**src/rtl/comparator_pkg.sv**
```systemverilog
// Shared definitions for the serial magnitude comparator.
//   state_t  : FSM state encoding (IDLE=0, RUN=1, DONE=2)
//   res_t    : packed {g, e, l} result code and its constant values
package comparator_pkg;

  typedef enum logic [1:0] {
    ST_IDLE = 2'd0,
    ST_RUN  = 2'd1,
    ST_DONE = 2'd2
  } state_t;

  typedef logic [2:0] res_t;

  localparam res_t RES_NONE = 3'b000;
  localparam res_t RES_GT   = 3'b100;
  localparam res_t RES_EQ   = 3'b010;
  localparam res_t RES_LT   = 3'b001;

endpackage

```
**src/rtl/comparator_chunk.sv**
```systemverilog
// Combinational unsigned compare of one CHUNK-bit slice.
//   x, y    : slice of operand A and operand B
//   g, e, l : x>y, x==y, x<y (exactly one is high)
module comparator_chunk #(
  parameter int CHUNK = 2
) (
  input  logic [CHUNK-1:0] x,
  input  logic [CHUNK-1:0] y,
  output logic             g,
  output logic             e,
  output logic             l
);

  assign g = (x > y);
  assign e = (x == y);
  assign l = (x < y);

endmodule

```
**src/rtl/comparator_serial.sv**
```systemverilog
// Serial MSB-first comparator: compares WIDTH-bit operands CHUNK bits per
// cycle, stopping at the first unequal chunk.
//   clk, rst_n     : clock (rising edge), asynchronous active-low reset
//   start          : begin a compare (accepted only when idle)
//   a, b           : operands, latched on the accepting edge
//   signed_mode    : 1 = two's-complement compare, 0 = unsigned
//   busy           : high while running and during the done cycle
//   done           : one-cycle pulse when g/e/l hold a fresh result
//   g, e, l        : registered A>B, A==B, A<B
module comparator_serial
  import comparator_pkg::*;
#(
  parameter int WIDTH = 16,
  parameter int CHUNK = 2
) (
  input  logic             clk,
  input  logic             rst_n,
  input  logic             start,
  input  logic [WIDTH-1:0] a,
  input  logic [WIDTH-1:0] b,
  input  logic             signed_mode,
  output logic             busy,
  output logic             done,
  output logic             g,
  output logic             e,
  output logic             l
);

  if ((CHUNK < 1) || (WIDTH % CHUNK != 0)) begin : g_bad_cfg
    $fatal(1, "comparator_serial: WIDTH must be a multiple of CHUNK");
  end

  localparam int NCHUNK = WIDTH / CHUNK;
  localparam int IDXW   = (NCHUNK > 1) ? $clog2(NCHUNK) : 1;
  localparam logic [IDXW-1:0] TOP_IDX = IDXW'(NCHUNK - 1);

  // Assertion is asynchronous; release is re-timed to clk through two flops.
  logic [1:0] rst_sync_q;
  logic       rst_i;

  always_ff @(posedge clk or negedge rst_n) begin
    if (!rst_n) rst_sync_q <= '0;
    else        rst_sync_q <= {rst_sync_q[0], 1'b1};
  end

  assign rst_i = rst_sync_q[1];

  state_t            state_q, state_d;
  logic [WIDTH-1:0]  a_q, b_q;
  logic              sgn_q;
  logic [IDXW-1:0]   idx_q;
  res_t              res_q;

  logic [CHUNK-1:0]  ca, cb;
  logic              cg, ce, cl;

  // Index-selected slice; signed mode flips the operand sign bits so the
  // top chunk can be compared as unsigned.
  always_comb begin
    ca = '0;
    cb = '0;
    for (int unsigned i = 0; i < NCHUNK; i++) begin
      if (idx_q == IDXW'(i)) begin
        ca = a_q[i*CHUNK +: CHUNK];
        cb = b_q[i*CHUNK +: CHUNK];
      end
    end
    if (sgn_q && (idx_q == TOP_IDX)) begin
      ca[CHUNK-1] = ~ca[CHUNK-1];
      cb[CHUNK-1] = ~cb[CHUNK-1];
    end
  end

  comparator_chunk #(.CHUNK(CHUNK)) u_chunk (
    .x (ca),
    .y (cb),
    .g (cg),
    .e (ce),
    .l (cl)
  );

  always_ff @(posedge clk or negedge rst_i) begin
    if (!rst_i) state_q <= ST_IDLE;
    else        state_q <= state_d;
  end

  always_comb begin
    state_d = state_q;
    case (state_q)
      ST_IDLE: if (start) state_d = ST_RUN;
      ST_RUN:  if (!ce || (idx_q == '0)) state_d = ST_DONE;
      ST_DONE: state_d = ST_IDLE;
      default: state_d = ST_IDLE;
    endcase
  end

  always_ff @(posedge clk or negedge rst_i) begin
    if (!rst_i) begin
      a_q   <= '0;
      b_q   <= '0;
      sgn_q <= 1'b0;
      idx_q <= '0;
      res_q <= RES_NONE;
    end else begin
      case (state_q)
        ST_IDLE: begin
          if (start) begin
            a_q   <= a;
            b_q   <= b;
            sgn_q <= signed_mode;
            idx_q <= TOP_IDX;
          end
        end
        ST_RUN: begin
          if (!ce)              res_q <= cg ? RES_GT : RES_LT;
          else if (idx_q == '0) res_q <= RES_EQ;
          else                  idx_q <= idx_q - IDXW'(1);
        end
        default: ;
      endcase
    end
  end

  assign busy      = (state_q != ST_IDLE);
  assign done      = (state_q == ST_DONE);
  assign {g, e, l} = res_q;

  logic unused_cl;
  assign unused_cl = cl;

endmodule
```
**config.mk**
```make
export PLATFORM = sky130hd
export DESIGN_NAME = comparator_serial
export DESIGN_NICKNAME = d
export VERILOG_FILES = /design/src/rtl/comparator_pkg.sv /design/src/rtl/comparator_chunk.sv /design/src/rtl/comparator_serial.sv
export SDC_FILE = /design/constraint.sdc
export NUM_CORES = 1
export LEC_CHECK = 0
export ABC_CLOCK_PERIOD_IN_PS = 3900
export CORE_AREA = 3 3 72 74
export CTS_CLUSTER_DIAMETER = 150
export DETAILED_ROUTE_END_ITERATION = 7
export DIE_AREA = 0 0 75 77
export DONT_BUFFER_PORTS = 1
export GPL_ROUTABILITY_DRIVEN = 0
export HOLD_SLACK_MARGIN = 0.06
export SLEW_MARGIN = 20
export SYNTH_ARGS = -nofsm -noshare
export SYNTH_HDL_FRONTEND = slang
export SYNTH_SLANG_ARGS = --single-unit
export TNS_END_PERCENT = 50
```
**constraint.sdc**
```tcl
create_clock -name clk -period 3.9 [get_ports clk]
set_input_delay 0 -clock clk [delete_from_list [all_inputs] [get_ports clk]]
set_output_delay 0 -clock clk [all_outputs]
set_load 0.01 [all_outputs]
```
==> results of run 1 <==
## cells in the final DEF, fill, tap and decap left out, drive strengths merged, types with 4 or more instances in the layout
| cell type | count |
|---|---|
| a21oi | 17 |
| nor2b | 8 |
| o21ai | 6 |
| nand3b | 4 |
| ha | 7 |
| dfrtp | 43 |
| mux2 | 33 |
| nand2 | 9 |
| dlygate4sd3 | 36 |
| clkbuf | 7 |
| a211oi | 8 |
| nor2 | 4 |
| inv | 9 |
## worst max-delay path: cells and delay by family, from the launching register on
kind	cells	cell delay [ns]
flops	1	0.44
buf+inv	1	0.13
fa+ha+maj	2	0.72
compound gates	3	0.73
simple gates	3	0.50
## cell usage after synthesis
cell type | instances | area [um2]
a311oi_1 | 3 | 26.3
o21ba_2 | 1 | 10.0
and2b_2 | 2 | 17.5
buf_2 | 5 | 25.0
a211oi_1 | 8 | 60.1
dfrtp_1 | 43 | 1080
nor2_8 | 1 | 20.0
nor3_1 | 3 | 15.0
o2bb2ai_1 | 1 | 8.76
a211o_1 | 1 | 8.76
o21ai_0 | 6 | 30.0
mux2_4 | 30 | 450
nor3b_1 | 2 | 15.0
or2_2 | 2 | 12.5
ha_1 | 7 | 87.6
nand2b_1 | 1 | 6.26
nor2_1 | 3 | 11.3
a221oi_1 | 2 | 17.5
and2_1 | 1 | 6.26
and4_1 | 1 | 8.76
inv_1 | 9 | 33.8
a221o_1 | 1 | 10.0
nand3b_1 | 4 | 30.0
a21oi_1 | 17 | 85.1
xnor2_1 | 2 | 17.5
nand2_1 | 9 | 33.8
conb_1 | 1 | 3.75
nor2b_1 | 8 | 50.1
a22oi_1 | 1 | 7.51
mux2_2 | 3 | 33.8
buf_12 | 3 | 60.1
or2_4 | 1 | 8.76
nand3_1 | 1 | 5.00
a32o_1 | 1 | 10.0
## sequential cells by signal, summed over array words and instances (netlist names)
register,cells
rst_sync_q,2
idx_q,3
sgn_q,1
a_q,16
res_q,3
state_q,2
b_q,16
## power by group
part | total [uW] | internal, uW | switching (uW)
Clock | 263 | 126 | 138
Sequential | 815 | 653 | 161
Combinational | 998 | 537 | 461
## kinds of logic (layout without fill, tap and decap cells)
logic type | Yosys count | count (layout) | synth area share [%]
adder cells (fa/ha/maj) | 7 | 7 | 3.80
AO/OA/AOI/OAI | 42 | 42 | 11.9
AND/OR/NAND/NOR | 39 | 39 | 10.4
buffers and inverters | 17 | 54 | 5.16
multiplexers | 33 | 33 | 21.0
XOR/XNOR | 2 | 2 | 0.761
flip-flops | 43 | 43 | 46.7
other | 1 | 1 | 0.163
## stage by stage
stage | hold slack (ns) | setup WS, ns | util, % | total power, uW | area [um2]
finish | 0.0820 | 1.27 | 58.7 | 2080 | 2730
floorplan | -0.296 | 1.59 | - | 1630 | 2300
detailed placement | -0.296 | 1.28 | 49.2 | 1780 | 2290
global placement | -0.296 | 1.39 | 49.2 | 1760 | 2290
CTS | 0.0684 | 1.27 | 58.7 | 2090 | 2730
global route | 0.0895 | 1.01 | 58.7 | 2250 | 2730
## how the worst min path moves through the flow
stage	startpoint	to	slack, ns	cells past startpoint
after global routing	start	idx_q[2]	0.09	3
final	start	idx_q[2]	0.08	3
after CTS	start	idx_q[2]	0.07	3
after floorplan	rst_n	rst_sync_q[0]	-0.30	0
after detailed placement	rst_n	rst_sync_q[0]	-0.30	0
after global placement	rst_n	rst_sync_q[0]	-0.30	0
## layer usage
| metal | share of wire [%] | wire length, um | vias up | global-route usage, % |
|---|---|---|---|---|
| met2 | 47 | 2090 | 32 | 26.0 |
| met3 | 4.9 | 216 | 5 | 4.72 |
| met4 | 0.88 | 39 | 0 | 3.91 |
| met1 | 47 | 2070 | 716 | 23.7 |
| met5 | 0 | 0 | - | 0 |
| li1 | - | - | 730 | - |
## area by class of cell
type	count	area share (%)
clock buffers	7	2.79
flip-flops and latches	43	39.4
clock inverters	1	0.183
repair buffers	37	13.5
multi-input cells	124	40.5
inverters	9	1.24
well taps	54	2.47
## repair_timing
action / 4_1_cts / 5_1_grt
hold buffers: 36 / 0
endpoints found under the hold margin: 36 / 0
setup endpoints to repair: 0 / 0
==> results.ini, run 1 <==
[status]
status=completed

[route]
firstDrtPassIters=4
wirelength_um=4410
post_drt_wl_per_cell_um=16.0
viasPerCell=5.39
drt_iter0_markers=123
vias=1483
drc=0
ant_nets=0

[worst_setup_path]
r2r_setup_slack_ns=1.27
crit_top_cell=ha_1
endpoint=idx_q[2]
critPathKind=reg -> reg
r2r_end=idx_q[2]
cp.required_ns=4.07
crit_arrival_ns=2.80
critPathSlowestCell=dfrtp_1
cp-end-kind=register
crit_path_start_kind=register
rr_startpoint=idx_q[0]
worstSetupStartpoint=idx_q[0]
worstPathMaxFanout=14
cp_cell_sequence=inv_1 > ha_1 > or2_2 > o21ai_0 > a221o_1 > ha_1 > and2_1 > a311oi_1 > nor3_1
critPathMaxStageDelay_ns=0.44
reg2regPathDepth=9

[synthesis]
syn_inst=184
yosysSeqAreaShare_pct=46.7
ys_seq_elements=43
synth.avg_cell_area_um2=12.5
synth_cell_type_count=34
ys_warn_count=0
syn_area_um2=2300
synth_fp_nets=227

[floorplanning]
io_pins=41
dieArea_um2=5780
num_rows=25
start_util_pct=49.4
die-height_um=77
die_w_um=75
core_um2=4660

[power]
irDropWorstVdd_uv=514
cellPowerDensity_nw_per_um2=759
leakagePower_uw=0.00121

[clock_network]
post_cts_buffers=0
cts_inserted_buffers=5
clockRootBuffer=clkbuf_8
post_cts_resized=0
clk_pin_slew_worst_paths_ns=0.07
numClockSinks=43
htree_levels=2
cts_max_path_buffers=2
worstSkewPairLatency_ns=0.29
cts_tree=yes

[timing]
relSlewSlack_pct=50.3
clock.fmax_mhz=380
fin_setup_tns_ns=0
hold_violations=0
finalCritPeriodShare_pct=67.4
fin_worst_skew_ns=0.00342
rsz0062_at_grt=false
worst_pin_slew_ns=0.745
setup_viol=0
report.final.slew_viol_count=0
min_period_ns=2.63

[placement]
dp_hpwl_um=3060
io_buffers=0
dp.cells=231

[final_layout]
layoutNonFillerInstCount=275
final-seq-area_um2=1080
multi_input_area_um2=1110
nets=263
drive_above_1_share_pct=21.3
area_growth_pct=18.7
fillCellCount=386
n_antenna_cell=0

[min_path]
hold_class=in -> reg

[global_route]
grt_pass1_vias=1609
grt_max_degree=42
antenna_found_initial=0
grt_pass1_wl_um=7600
gr-usage-all-layers_pct=16.9
grt_overflow=0

[flow_run]
maxCapViolCount=0

(Power assumes the default switching activity.)
==> inputs of run 2 (changes only) <==
--- a/config.mk
+++ b/config.mk
@@ -5,7 +5,7 @@
 export SDC_FILE = /design/constraint.sdc
 export NUM_CORES = 1
 export LEC_CHECK = 0
-export ABC_CLOCK_PERIOD_IN_PS = 3900
+export ABC_CLOCK_PERIOD_IN_PS = 2150
 export CORE_AREA = 3 3 72 74
 export CTS_CLUSTER_DIAMETER = 150
 export DETAILED_ROUTE_END_ITERATION = 7
@@ -13,6 +13,7 @@
 export DONT_BUFFER_PORTS = 1
 export GPL_ROUTABILITY_DRIVEN = 0
 export HOLD_SLACK_MARGIN = 0.06
+export PLACE_DENSITY = 0.66
 export SLEW_MARGIN = 20
 export SYNTH_ARGS = -nofsm -noshare
 export SYNTH_HDL_FRONTEND = slang
==> constraint.sdc (replaced) <==
create_clock -name clk -period 2.15 [get_ports clk]
set_input_delay 0 -clock clk [delete_from_list [all_inputs] [get_ports clk]]
set_output_delay 0 -clock clk [all_outputs]
set_load 0.01 [all_outputs]
==> run 2 against run 1 <==
- the flow now finishes with violations (negative setup slack)
- worst hold slack improved by 0.058 ns
- largest cell class unchanged
- critical path type unchanged
- worst setup slack got worse by 1.4 ns
- largest power group unchanged
- global-route usage rose by 2.1 points
==> results.ini, run 2 (synthesized netlist as in run 1, its figures left out) <==
[power]
intPower_uw=3050  ; +130%
irDropWorstVdd_uv=941  ; +83%
p_comb_share_pct=55.4  ; +7.3 points
netSwitchingFraction_pct=37.2  ; +0.59 points
leakagePower_uw=0.00137  ; +13%
cellPowerDensity_nw_per_um2=1520  ; +100%
p_seq_share_pct=31.1  ; -8.1 points
p_switching_uw=1810  ; +140%
power_frac_clock_pct=13.5  ; +0.8 points

[min_path]
hold_class=in -> reg
min_path_cells=3  ; unchanged
min_from=start
hold-path-endpoint=b_q[8]

[global_route]
gr-usage-all-layers_pct=19.1  ; +2.1 points
use_met1_pct=24.7  ; +1.0 points
grt_use_met3_pct=4.19  ; -0.52 points
grt_pass1_wl_um=8450  ; +11%
antenna_found_initial=0  ; unchanged
grt_pass1_vias=1729  ; +7.5%
grt_overflow=0  ; unchanged
grt-busiest-layer=met2
grt_max_degree=42  ; unchanged
use_met2_pct=30.9  ; +5.0 points

[worst_setup_path]
critPathKind=reg -> reg
crit_arrival_ns=2.52  ; -0.28 ns
rr_startpoint=idx_q[1]
cp-end-kind=register
worstPathMaxFanout=8  ; -6
r2r_end=idx_q[1]
cp.required_ns=2.36  ; -1.71 ns
crit_path_start_kind=register
r2r_setup_slack_ns=-0.16  ; -1.43 ns
reg2regPathDepth=10  ; +1

[timing]
layout_setup_ws_ns=-0.160  ; -1.43 ns
worst_pin_slew_ns=0.506  ; -0.240 ns
setup_viol=7  ; +7
min_period_ns=2.31  ; -0.319 ns
fin_setup_tns_ns=-0.859  ; -0.859 ns
hold_violations=0  ; unchanged
finalCritPeriodShare_pct=107  ; +40 points
relSlewSlack_pct=66.3  ; +16 points
fin_worst_skew_ns=0.00575  ; +0.00233 ns
rsz0062_at_grt=true
report.final.slew_viol_count=0  ; unchanged
clock.fmax_mhz=433  ; +14%

[final_layout]
final_util_pct=68.4  ; +9.7 points
n_antenna_cell=0  ; unchanged
reg_top3=a_q: 16 flops, b_q: 16 flops
area_growth_pct=38.5
nets=286  ; +8.7%
final_cell_mix=dfrtp_1 (41), dlygate4sd3_1 (37), mux2_4 (30)
final_common_cell=dfrtp_1
design_area_um2=3190  ; +17%
drive_above_1_share_pct=43.4  ; +22 points

[route]
drt_iter0_markers=110  ; -11%
drc=0  ; unchanged
wirelength_um=5530  ; +26%
viasPerCell=5.54  ; +2.7%
firstDrtPassIters=4  ; unchanged
post_drt_wl_per_cell_um=18.6  ; +16%
vias=1650  ; +11%
ant_nets=0  ; unchanged

[clock_network]
cts_tree=yes
clk_pin_slew_worst_paths_ns=0.08  ; about the same
clockRootBuffer=clkbuf_8
worstSkewPairLatency_ns=0.30  ; about the same
cts_inserted_buffers=5  ; unchanged
cts_max_path_buffers=2  ; unchanged
htree_levels=2  ; unchanged
numClockSinks=43  ; unchanged

[floorplanning]
die_w_um=75  ; unchanged
die-height_um=77  ; unchanged
start_util_pct=49.4  ; unchanged
io_pins=41  ; unchanged
core_um2=4660  ; unchanged
num_rows=25  ; unchanged
dieArea_um2=5780  ; unchanged

[placement]
io_buffers=0  ; unchanged
place_area_um2=2460  ; +7.5%
dp_hpwl_um=3420  ; +12%

[status]
violations=negative setup slack
status=finished with violations

[flow_run]
maxCapViolCount=0  ; unchanged

-- run 2: worst max-delay path, cell delays in order, from the launching register on --
cell	delay [ns]
dfrtp_2	0.46
buf_6	0.13
ha_4	0.19
buf_6	0.15
a21oi_2	0.10
o21ai_1	0.07
a221o_1	0.39
ha_4	0.29
and2_4	0.17
a211oi_2	0.07
a311oi_1	0.20
-- run 2: metal layers --
layer | wire length (um) | part of all wire, %
met5 | 0 | 0
met4 | 68 | 1.2
met3 | 198 | 3.6
met2 | 2890 | 52
met1 | 2370 | 43
-- run 2: per-stage QoR --
step	total power, uW	setup slack, ns	instances	hold slack (ns)
6_report	4850	-0.160	298	0.140
5_1_grt	5160	-0.236	298	0.132
4_1_cts	4350	-0.124	292	0.0624
3_5_place_dp	3520	-0.178	248	-0.296
3_3_place_gp	3450	-0.146	248	-0.296
2_1_floorplan	3040	0.00433	184	-0.296
-- run 2: what timing repair did --
item / in CTS / in global routing
endpoints found under the hold margin: 36 / 1
setup endpoints to repair: 7 / 8
buffers inserted: 0 / 5
hold buffers: 36 / 1
pin swaps: 4 / 12
gates resized for setup: 12 / 34
-- run 2: layout make-up --
class                   instances  area [um2]
flip-flops and latches         43        1080
inverters                       9        36.3
clock inverters                 2        35.0
repair buffers                 60         578
fillers                       316        1470
multi-input cells             124        1310
well taps                      54        67.6
clock buffers                   6        82.6
-- run 2: how the worst max path moves through the flow --
stage | cells past startpoint | slack [ns] | startpoint | end
floorplan | 10 | 0.004 | idx_q[1] | idx_q[2]
global placement | 10 | -0.15 | idx_q[0] | idx_q[2]
detailed placement | 10 | -0.18 | idx_q[0] | idx_q[2]
CTS | 8 | -0.12 | idx_q[1] | idx_q[1]
global route | 9 | -0.24 | idx_q[0] | idx_q[2]
finish | 10 | -0.16 | idx_q[1] | idx_q[1]
-- run 2: power groups by stage --
stage | Sequential [uW] | Combinational [uW] | Clock, uW
2_1_floorplan | 1400 | 1640 | 0
5_1_grt | 1560 | 2890 | 713
3_5_place_dp | 1480 | 2040 | 0
3_3_place_gp | 1480 | 1970 | 0
4_1_cts | 1480 | 2210 | 661
6_report | 1510 | 2690 | 653
==> inputs of run 3 (changes only) <==
--- a/config.mk
+++ b/config.mk
@@ -6,14 +6,16 @@
 export NUM_CORES = 1
 export LEC_CHECK = 0
 export ABC_CLOCK_PERIOD_IN_PS = 2150
-export CORE_AREA = 3 3 72 74
+export CELL_PAD_IN_SITES_DETAIL_PLACEMENT = 1
+export CELL_PAD_IN_SITES_GLOBAL_PLACEMENT = 2
+export CORE_AREA = 3 3 82 84
 export CTS_CLUSTER_DIAMETER = 150
 export DETAILED_ROUTE_END_ITERATION = 7
-export DIE_AREA = 0 0 75 77
+export DIE_AREA = 0 0 85 87
 export DONT_BUFFER_PORTS = 1
 export GPL_ROUTABILITY_DRIVEN = 0
 export HOLD_SLACK_MARGIN = 0.06
-export PLACE_DENSITY = 0.66
+export PLACE_DENSITY_LB_ADDON = 0.1
 export SLEW_MARGIN = 20
 export SYNTH_ARGS = -nofsm -noshare
 export SYNTH_HDL_FRONTEND = slang
==> run 3 against run 2 <==
- highest routed layer unchanged
- combinational power fell by 7%
- the run still ends with negative setup slack left
- clock power fell by 19%
- critical endpoint unchanged
- global-route usage fell by 2.6 points
- sequential cell count did not move
- maximum frequency rose by 1.5%
- non-clock buffer count fell by 7
- largest cell class unchanged
- routed wire length rose by 2.1%
- count of clock-buffer cells in the layout rose by 1
==> results.ini, run 3 (synthesized netlist as in run 1, its figures left out) <==
[worst_setup_path]
crit_arrival_ns=2.46  ; -0.06 ns
r2r_setup_slack_ns=-0.12  ; +0.03 ns
cp-end-kind=register
endpoint=idx_q[1]
reg2regPathDepth=10  ; unchanged
cp.required_ns=2.34  ; -0.02 ns
crit_path_start_kind=register
worstSetupStartpoint=idx_q[0]
critPathKind=reg -> reg
worstPathMaxFanout=7  ; -1
rr_startpoint=idx_q[0]
r2r_end=idx_q[1]

[final_layout]
final_util_pct=51.0  ; -17 points
n_antenna_cell=0  ; unchanged
final_common_cell=dfrtp_1
area_growth_pct=32.7
final_cell_mix=dfrtp_1 (41), dlygate4sd3_1 (36), mux2_4 (30)
design_area_um2=3050  ; -4.2%
nets=279  ; -2.4%
drive_above_1_share_pct=38.8  ; -4.6 points
fillCellCount=625  ; +98%
reg_top3=a_q: 16 flops, b_q: 16 flops

[floorplanning]
core_um2=5990  ; +29%
dieArea_um2=7400  ; +28%
num_rows=28  ; +12%
io_pins=41  ; unchanged
die_w_um=85  ; +13%
die-height_um=87  ; +13%
start_util_pct=38.4  ; -11 points

[route]
routed-wl-met3_um=277  ; +40%
firstDrtPassIters=4  ; unchanged
wl_met1_um=2550  ; +7.6%
drt_iter0_markers=43  ; -61%
top_layer_used=met4
viasPerCell=5.18  ; -6.4%
vias=1617  ; -2.0%
drc=0  ; unchanged
post_drt_wl_per_cell_um=18.1  ; -2.5%
wl_met2_um=2720  ; -6.1%
wirelength_um=5650  ; +2.1%
ant_nets=0  ; unchanged

[power]
p_comb_share_pct=55.0  ; -0.4 points
irDropWorstVdd_uv=690  ; -27%
power_frac_clock_pct=11.7  ; -1.8 points
p_seq_share_pct=33.3  ; +2.2 points
p_switching_uw=1710  ; -5.5%
cellPowerDensity_nw_per_um2=1490  ; -2.3%
netSwitchingFraction_pct=37.6  ; +0.36 points
intPower_uw=2840  ; -6.9%
power_uw=4540  ; -6.4%
leakagePower_uw=0.00131  ; -4.4%

[min_path]
hold_class=in -> reg
min_from=start

[timing]
clock.fmax_mhz=440  ; +1.5%
rsz0062_at_grt=true
fin_worst_skew_ns=0.0125  ; +0.00677 ns
relSlewSlack_pct=65.2  ; -1.1 points
finalCritPeriodShare_pct=106  ; -1.6 points
layout_setup_ws_ns=-0.125  ; +0.0350 ns
report.final.slew_viol_count=0  ; unchanged
setup_viol=6  ; -1
min_period_ns=2.27  ; -0.0350 ns
hold_violations=0  ; unchanged
worst_pin_slew_ns=0.522  ; +0.0165 ns

[status]
violations=negative setup slack
status=finished with violations

[clock_network]
htree_levels=2  ; unchanged
cts_inserted_buffers=5  ; unchanged
numClockSinks=43  ; unchanged
worstSkewPairLatency_ns=0.30  ; about the same
cts_max_path_buffers=2  ; unchanged
cts_tree=yes
clockRootBuffer=clkbuf_8
clk_pin_slew_worst_paths_ns=0.09  ; about the same

[global_route]
grt_overflow=0  ; unchanged
grt_pass1_vias=1844  ; +6.7%
gr-usage-all-layers_pct=16.5  ; -2.6 points
grt_pass1_wl_um=9470  ; +12%
antenna_found_initial=0  ; unchanged
grt_max_degree=42  ; unchanged

[flow_run]
maxCapViolCount=0  ; unchanged

[placement]
place_area_um2=2440  ; -0.76%
dp_hpwl_um=3810  ; +11%
io_buffers=0  ; unchanged

==> run 3: cell type report <==
type	count	area, um2	area share (%)
clock buffer	7	86.3	2.83
multi-input combinational	124	1250	40.9
inverter	9	36.3	1.19
tap	75	93.8	3.07
sequential	43	1080	35.3
timing repair buffer	53	504	16.5
clock inverter	1	5.00	0.164
==> run 3: critical path, cell delays in order (launching register included) <==
cell      delay (ns)
dfrtp_2         0.46
inv_4           0.07
ha_4            0.19
buf_6           0.14
a21oi_2         0.09
o21ai_1         0.08
a221o_1         0.39
ha_4            0.29
and2_4          0.16
a211oi_2        0.07
a311oi_1        0.22
==> run 3: power groups by stage <==
stage	Combinational (uW)	Clock (uW)	Sequential [uW]
after floorplan	1640	0	1400
after global placement	2010	0	1500
after detailed placement	2070	0	1510
after CTS	2440	550	1520
after global routing	2760	592	1570
final	2500	531	1510
==> run 3: worst min path at each step <==
| stage | to | cells after the start |
|---|---|---|
| 6_report | idx_q[2] | 3 |
| 5_1_grt | idx_q[1] | 3 |
| 4_1_cts | idx_q[0] | 3 |
| 3_5_place_dp | rst_sync_q[0] | 0 |
| 3_3_place_gp | rst_sync_q[0] | 0 |
| 2_1_floorplan | rst_sync_q[0] | 0 |
==> run 3: per-layer routing <==
layer,up-vias,GRT usage (%)
li1,757,-
met1,811,20.8
met2,37,27.0
met3,12,4.54
met4,0,5.90
met5,-,0
==> run 3: metrics by stage <==
step	instances	worst slack [ns]	TNS, ns	hold WS (ns)
after floorplan	184	0.00433	0	-0.296
after global placement	263	-0.140	-0.536	-0.296
after detailed placement	263	-0.256	-1.27	-0.296
after CTS	311	-0.134	-0.593	0.0633
after global routing	312	-0.227	-1.25	0.0859
final	312	-0.125	-0.507	0.0788
==> run 3: what timing repair did <==
action	4_1_cts	5_1_grt
pin swaps	8	0
resized for setup	21	6
hold buffers	36	0
endpoints found under the setup margin	8	8
setup buffers	4	1
endpoints found under the hold margin	36	0
